===== src/rtl/if_id_buffer.sv =====
// IF/ID instruction buffer: circular FIFO of {inst, pc} with flush and NOP bubble.
// Optional zero-latency empty-buffer bypass enabled by defining IF_ID_BYPASS_EN.
module if_id_buffer #(
    parameter int unsigned       DEPTH    = 4,
    parameter int unsigned       INST_W   = 32,
    parameter int unsigned       ADDR_W   = 32,
    parameter logic [INST_W-1:0] NOP_INST = 32'h00000013
) (
    input  logic                       clk,
    input  logic                       rst_n,
    input  logic                       in_valid_i,
    input  logic [INST_W-1:0]          in_inst_i,
    input  logic [ADDR_W-1:0]          in_addr_i,
    output logic                       in_ready_o,
    input  logic                       flush_i,
    input  logic                       stall_i,
    output logic                       out_valid_o,
    output logic [INST_W-1:0]          out_inst_o,
    output logic [ADDR_W-1:0]          out_addr_o,
    output logic [$clog2(DEPTH):0]     count_o
);
    localparam int unsigned      PTR_W = $clog2(DEPTH);
    localparam int unsigned      CNT_W = PTR_W + 1;
    localparam logic [CNT_W-1:0] FULL  = CNT_W'(DEPTH);

    logic [INST_W-1:0] inst_q [DEPTH];
    logic [ADDR_W-1:0] addr_q [DEPTH];

    logic [PTR_W-1:0] rd_ptr_q, rd_ptr_d;
    logic [PTR_W-1:0] wr_ptr_q, wr_ptr_d;
    logic [CNT_W-1:0] count_q, count_d;

    logic empty, full, bypass, push, pop;

    always_comb begin
        empty = (count_q == '0);
        full  = (count_q == FULL);
`ifdef IF_ID_BYPASS_EN
        bypass = empty & in_valid_i & ~flush_i;
`else
        bypass = 1'b0;
`endif
        // A bypassed instruction that decode takes right away is never stored
        push = in_valid_i & ~full & ~flush_i & ~(bypass & ~stall_i);
        pop  = ~empty & ~stall_i & ~flush_i;
    end

    always_comb begin
        in_ready_o  = ~full;
        count_o     = count_q;
        out_valid_o = ~empty | bypass;
        out_inst_o  = NOP_INST;
        out_addr_o  = '0;
        if (!empty) begin
            out_inst_o = inst_q[rd_ptr_q];
            out_addr_o = addr_q[rd_ptr_q];
        end else if (bypass) begin
            out_inst_o = in_inst_i;
            out_addr_o = in_addr_i;
        end
    end

    always_comb begin
        rd_ptr_d = rd_ptr_q;
        wr_ptr_d = wr_ptr_q;
        count_d  = count_q;
        if (flush_i) begin
            rd_ptr_d = '0;
            wr_ptr_d = '0;
            count_d  = '0;
        end else begin
            if (push) wr_ptr_d = wr_ptr_q + PTR_W'(1);
            if (pop)  rd_ptr_d = rd_ptr_q + PTR_W'(1);
            unique case ({push, pop})
                2'b10:   count_d = count_q + CNT_W'(1);
                2'b01:   count_d = count_q - CNT_W'(1);
                default: count_d = count_q;
            endcase
        end
    end

    always_ff @(posedge clk or negedge rst_n) begin
        if (!rst_n) begin
            rd_ptr_q <= '0;
            wr_ptr_q <= '0;
            count_q  <= '0;
        end else begin
            rd_ptr_q <= rd_ptr_d;
            wr_ptr_q <= wr_ptr_d;
            count_q  <= count_d;
        end
    end

    always_ff @(posedge clk) begin
        if (push) begin
            inst_q[wr_ptr_q] <= in_inst_i;
            addr_q[wr_ptr_q] <= in_addr_i;
        end
    end
endmodule


===== config.mk =====
export PLATFORM = sky130hd
export DESIGN_NAME = if_id_buffer
export DESIGN_NICKNAME = d
export VERILOG_FILES = /design/src/rtl/if_id_buffer.sv
export SDC_FILE = /design/constraint.sdc
export NUM_CORES = 1
export LEC_CHECK = 0
export CAP_MARGIN = 20
export CORE_ASPECT_RATIO = 0.9
export CORE_UTILIZATION = 25
export DETAILED_ROUTE_END_ITERATION = 10
export PLACE_DENSITY = 0.47
export SETUP_SLACK_MARGIN = 0.4
export SYNTH_ARGS = -nofsm -noshare
export SYNTH_HDL_FRONTEND = slang
export SYNTH_SLANG_ARGS = --single-unit

===== constraint.sdc =====
create_clock -name clk -period 5.7 [get_ports clk]
set_input_delay 1.425 -clock clk [delete_from_list [all_inputs] [get_ports clk]]
set_output_delay 1.425 -clock clk [all_outputs]
set_load 0.05 [all_outputs]

==> impl_metrics.yaml, run 1 <==
status:
  outcome: "finished clean"
setup_path:
  reg2reg_depth: 8
  start_kind: "register"
  crit_fanout: 43
  end_kind: "output pin"
  r2r_setup_slack_ps: 2880
  worstPathRequired_ps: 4280
  r2r_start: "count_o[0]"
  crit_type: "register to output pin"
  regToRegEndpoint: "count_o[2]"
  worstPathArrival_ps: 3410
yosys:
  synth.cell_area_mm2: 0.0102
  synth_top_area_cell: "edfxtp_1"
  synth_top_area_share: 0.752
  ys.warnings.count: 0
  synth-simple-area-share: 0.0543
  ys_types: 35
  ys_seq_area_frac: 0.769
  synthTopCellsByArea: "edfxtp_1 75%, mux4_2 14%, nor2b_1 3.8%"
  syn_nets: 547
  postSynthAreaPerCell_um2: 21.6
  synth_mux_area_frac: 0.141
  synthArstFlopShare: 0.0266
  yosysMostFrequentCell: "edfxtp_1"
  synth_top_family_by_area: "multiplexers"
  synth_commonest_cells: "256 x edfxtp_1, 64 x mux4_2, 62 x nor2b_1"
  synth-seq-cells: 263
  synthXorXnorAreaFrac: 0.00257
  synthFlopType: "edfxtp_1"
  synthCells: 473
  synth_edf_count: 256
  synth_compound_area_frac: 0.00942
  synth_adder_area_share: 0.00685
clocking:
  clkLatencyLatePin_ps: 560
  cts-hold-fix-buffers: 0
  cts_buffer_depth: 3
  post-cts-setup-buffers: 0
  cts_tree: "built"
  cts.sinks: 263
  cts_buffers: 31
  clk_pin_slew_ps: 60
  cts-root-buf: "clkbuf_16"
  cts.repair.resized: 0
  cts_max_level: 1
sta:
  period_minus_slack_ps: 4830
  max_freq_mhz: 207
  fin_crit_sh: 0.848
  tns_ps: 0
  hold_violations: 0
  slew_violations: 0
  relSlewSlack: 0.375
  fin_ws_ps: 867
  fin_skew_ps: 14.9
  rsz0062_at_grt: "no"
  worst_pin_slew_ps: 938
  setup_viol: 0
min_path:
  hp-start: "wr_ptr_q[1]"
  hold_depth: 2
  hp-class: "register to register"
  min_to: "wr_ptr_q[1]"
power_and_ir_drop:
  p_sw_frac: 0.272
  p_per_area_mw_per_mm2: 381
  p_leak_nw: 4.10
  p_int_w: 0.00369
  peakVddDrop_v: 0.000268
  power_frac_seq: 0.443
  p_comb_frac: 0.186
  p_sw_w: 0.00138
  clockPowerShare: 0.371
routing:
  wl_per_cell_um: 18.8
  vias: 5015
  wirelength_um: 22200
  ant_nets: 0
  firstDrtPassIters: 5
  via_per_inst: 4.24
  drc: 0
  drtIter0Drc: 279
placed_design:
  gp_congestion: 0.740
  port_buffers: 137
  dp_slack_ps: 1360
  dpl.hpwl_um: 12700
floorplanning:
  start_util: 0.256
  die_area_mm2: 0.0417
  die_w_um: 215
  die_y_um: 194
  num_io_pins: 138
  placementRows: 69
  coreArea_mm2: 0.0399
grt:
  grt_overflow: 0
  grt_pass1_wl_um: 34000
  grt_usage: 0.108
  grt_pass1_vias: 5681
  grt_max_degree: 66
  antenna_found_initial: 2
job:
  drv_cap: 0
finish:
  multi_input_area_mm2: 0.00221
  areaGrowthSynthToFinish_pct: 30.2
  layout-drive-gt1-share: 0.198
  fin_nets: 698
  nFillCells: 3805
  register_area_mm2: 0.00787
area by class of cell:
| cell class | count | share of cell area |
|---|---|---|
| Antenna cell | 3 | 0.000564 |
| Clock buffer | 34 | 0.0591 |
| Clock inverter | 23 | 0.0146 |
| Inverter | 4 | 0.00113 |
| Multi-Input combinational cell | 178 | 0.166 |
| Sequential cell | 263 | 0.591 |
| Tap cell | 532 | 0.0500 |
| Timing Repair Buffer | 146 | 0.118 |
critical path: stages (launching register included):
cell and delay [ps]:
dfrtp_4 1020, buf_12 320, mux4_2 550, nor2b_1 150
clkdlybuf4s50_1 710
cells by family (layout without fill, tap and decap cells):
kind of cell	after synthesis	count (layout)
flip-flops	263	263
XOR/XNOR	3	3
buffers and inverters	32	207
AO/OA/AOI/OAI	15	15
multiplexers	64	64
adder cells (fa/ha/maj)	5	5
AND/OR/NAND/NOR	91	91
other	0	3
state kept, by name, summed over array words and instances (netlist names):
signal,cells
wr_ptr_q,2
rd_ptr_q,2
addr_q,128
count_o,3
inst_q,128
power by group through the flow:
| stage | Combinational, W | Clock (W) | Sequential, W |
|---|---|---|---|
| 2_1_floorplan | 0.000622 | 0 | 0.00226 |
| 3_3_place_gp | 0.000936 | 0 | 0.00229 |
| 3_5_place_dp | 0.000948 | 0 | 0.00230 |
| 4_1_cts | 0.000951 | 0.00194 | 0.00226 |
| 5_1_grt | 0.000994 | 0.00202 | 0.00226 |
| 6_report | 0.000943 | 0.00188 | 0.00225 |
routing by layer:
| metal | GRT usage | wire length (um) | up-vias |
|---|---|---|---|
| met4 | 0.0352 | 515 | 0 |
| met5 | 0 | 0 | - |
| met3 | 0.0253 | 1130 | 45 |
| met1 | 0.138 | 9980 | 2624 |
| li1 | - | - | 2222 |
| met2 | 0.179 | 10600 | 124 |
how the worst max path moves through the flow:
stage                start  slack [ps]             end
3_5_place_dp   rd_ptr_q[0]        1360  out_inst_o[12]
4_1_cts        rd_ptr_q[0]         710  out_inst_o[25]
6_report       rd_ptr_q[0]         870  out_inst_o[12]
3_3_place_gp   rd_ptr_q[0]        1360  out_inst_o[12]
2_1_floorplan   in_valid_i        1690    addr_q[0][0]
5_1_grt        rd_ptr_q[0]         620  out_inst_o[12]
layout by cell type, fill, tap and decap left out, types with 2 or more instances in the layout:
cell type / n
edfxtp_1: 256
or2_1: 3
a21oi_1: 7
buf_12: 4
dfrtp_4: 2
diode_2: 3
inv_6: 2
xnor2_1: 3
inv_1: 4
clkinv_1: 7
and2_4: 4
nand3_1: 3
bufinv_16: 3
clkdlybuf4s50_1: 137
ha_1: 4
nand2_1: 4
clkbuf_1: 3
or3_1: 3
o21ai_0: 3
nor2_1: 4
nor2b_1: 62
clkinvlp_4: 2
dfrtp_1: 5
clkbuf_16: 31
buf_16: 4
mux4_2: 64
clkinv_2: 9
metrics by stage:
| stage | hold WS (ps) | total power [W] | util | instances | cell area, um^2 |
|---|---|---|---|---|---|
| global placement | 554 | 0.00323 | 0.306 | 1118 | 12200 |
| floorplan | 543 | 0.00288 | - | 473 | 10200 |
| global route | 650 | 0.00527 | 0.334 | 1180 | 13300 |
| finish | 632 | 0.00507 | 0.334 | 1183 | 13300 |
| detailed placement | 629 | 0.00325 | 0.307 | 1120 | 12300 |
| CTS | 635 | 0.00515 | 0.332 | 1177 | 13200 |
Note: power is estimated with default switching activity, not from simulation.
==> run 2: changes to the inputs <==
- clock period: 5.7 -> 4.6 ns (I/O delays scaled with it)
==> impl_metrics.yaml, run 2 (synthesized netlist as in run 1, its figures left out) <==
status:
  outcome: "finished clean"
grt:
  use_met2: 0.175
  top_usage_layer: "met2"
  grt_pass1_wl_um: 35000
  antenna_found_initial: 0
  grtUsageMet3: 0.0221
  use_met1: 0.152
  grt_usage: 0.110
  grt_overflow: 0
  grt_max_degree: 36
  grt_pass1_vias: 5548
clocking:
  cts-hold-fix-buffers: 0
  cts_tree: "built"
  cts_buffers: 30
  cts_buffer_depth: 3
  cts-root-buf: "clkbuf_16"
  clkLatencyLatePin_ps: 560
  clk_pin_slew_ps: 60
  cts_max_level: 1
  cts.sinks: 263
sta:
  slew_violations: 0
  fin_crit_sh: 0.880
  tns_ps: 0
  max_freq_mhz: 247
  worst_pin_slew_ps: 577
  fin_skew_ps: 19.4
  period_minus_slack_ps: 4050
  relSlewSlack: 0.615
  rsz0062_at_grt: "no"
  setup_viol: 0
  hold_violations: 0
  hold_slack_ps: 585
routing:
  drtIter0Drc: 230
  wl_per_cell_um: 19.3
  via_per_inst: 4.23
  wirelength_um: 22900
  vias: 5028
  drc: 0
  ant_nets: 0
  firstDrtPassIters: 4
placed_design:
  gp_congestion: 0.690
  place_inst: 1129
  port_buffers: 137
  placed_cell_area_mm2: 0.0123
  dpl.hpwl_um: 13300
setup_path:
  r2r_setup_slack_ps: 2150
  r2r_start: "count_o[0]"
  regToRegEndpoint: "count_o[2]"
  end_kind: "output pin"
  crit_fanout: 34
  start_kind: "register"
  reg2reg_depth: 9
  worstPathRequired_ps: 3450
  worstPathArrival_ps: 2900
  crit_type: "register to output pin"
min_path:
  min_to: "wr_ptr_q[1]"
  hp-start: "wr_ptr_q[1]"
  hold_depth: 2
  hp-class: "register to register"
power_and_ir_drop:
  peakVddDrop_v: 0.000313
  p_total_w: 0.00649
  p_leak_nw: 4.61
  p_per_area_mw_per_mm2: 481
finish:
  final_area_mm2: 0.0135
  layout-drive-gt1-share: 0.212
  fin_cells: 1189
  nFillCells: 3792
  antenna_cells: 0
  mostFrequentLayoutCell: "edfxtp_1"
  layout_common_cells: "256 x edfxtp_1, 107 x clkdlybuf4s50_1, 64 x mux4_2"
  areaGrowthSynthToFinish_pct: 32.0
  fin_nets: 707
job:
  drv_cap: 0
floorplanning:
  die_y_um: 194
  start_util: 0.256
  num_io_pins: 138
  die_area_mm2: 0.0417
  coreArea_mm2: 0.0399
  die_w_um: 215
  placementRows: 69
==> run 2: cell types whose count changed in the layout (fill, tap and decap cells not counted), moves of 3 or more <==
cell / change
bufinv_16: +3
diode_2: -3
buf_4: +10
clkdlybuf4s50_1: -30
dlymetal6s2s_1: +30
clkinvlp_4: +3
buf_16: -4
buf_12: +3
clkinv_2: -5
==> run 2: timing repair <==
action                                  4_1_cts  5_1_grt
pin swaps                                     0        1
endpoints found under the setup margin       44       32
resized for setup                             0       30
endpoints found under the hold margin         0        0
buffers inserted                              2        2
==> run 2: routing by layer <==
layer  wire (um)  up-vias
met5           0        -
met4         627        0
met3         971       36
met2       10900      117
met1       10400     2636
li1            -     2239
==> run 2: metrics by stage <==
step,util,setup WS [ps]
finish,0.339,553
global route,0.339,401
CTS,0.336,420
detailed placement,0.309,840
global placement,0.309,852
floorplan,-,869
==> run 2: worst max path at each step <==
stage / start / end / cells after the start
after floorplan: in_valid_i / addr_q[0][0] / 4
after global placement: rd_ptr_q[0] / out_inst_o[5] / 4
after detailed placement: rd_ptr_q[0] / out_inst_o[13] / 4
after CTS: rd_ptr_q[0] / out_inst_o[13] / 4
after global routing: rd_ptr_q[0] / out_inst_o[8] / 4
final: rd_ptr_q[0] / out_inst_o[24] / 4
==> run 2: worst max-delay path, stage by stage (launching register included) <==
cell,delay [ps]
dfrtp_4,600
buf_12,330
mux4_2,540
nor2b_1,140
clkdlybuf4s50_1,700
==> run 2: power by group <==
group	leakage, nW	internal, W	switching (W)
Combinational	1.69	0.000468	0.000727
Sequential	2.41	0.00272	0.0000403
Clock	0.504	0.00156	0.000971
==> run 2: final cells by class <==
class | count | area (um^2) | share of cell area
tap | 532 | 666 | 0.0493
clock buffer | 34 | 787 | 0.0583
timing repair buffer | 156 | 1680 | 0.125
multi-input combinational | 178 | 2210 | 0.163
clock inverter | 22 | 274 | 0.0203
inverter | 4 | 15.0 | 0.00111
sequential | 263 | 7870 | 0.583
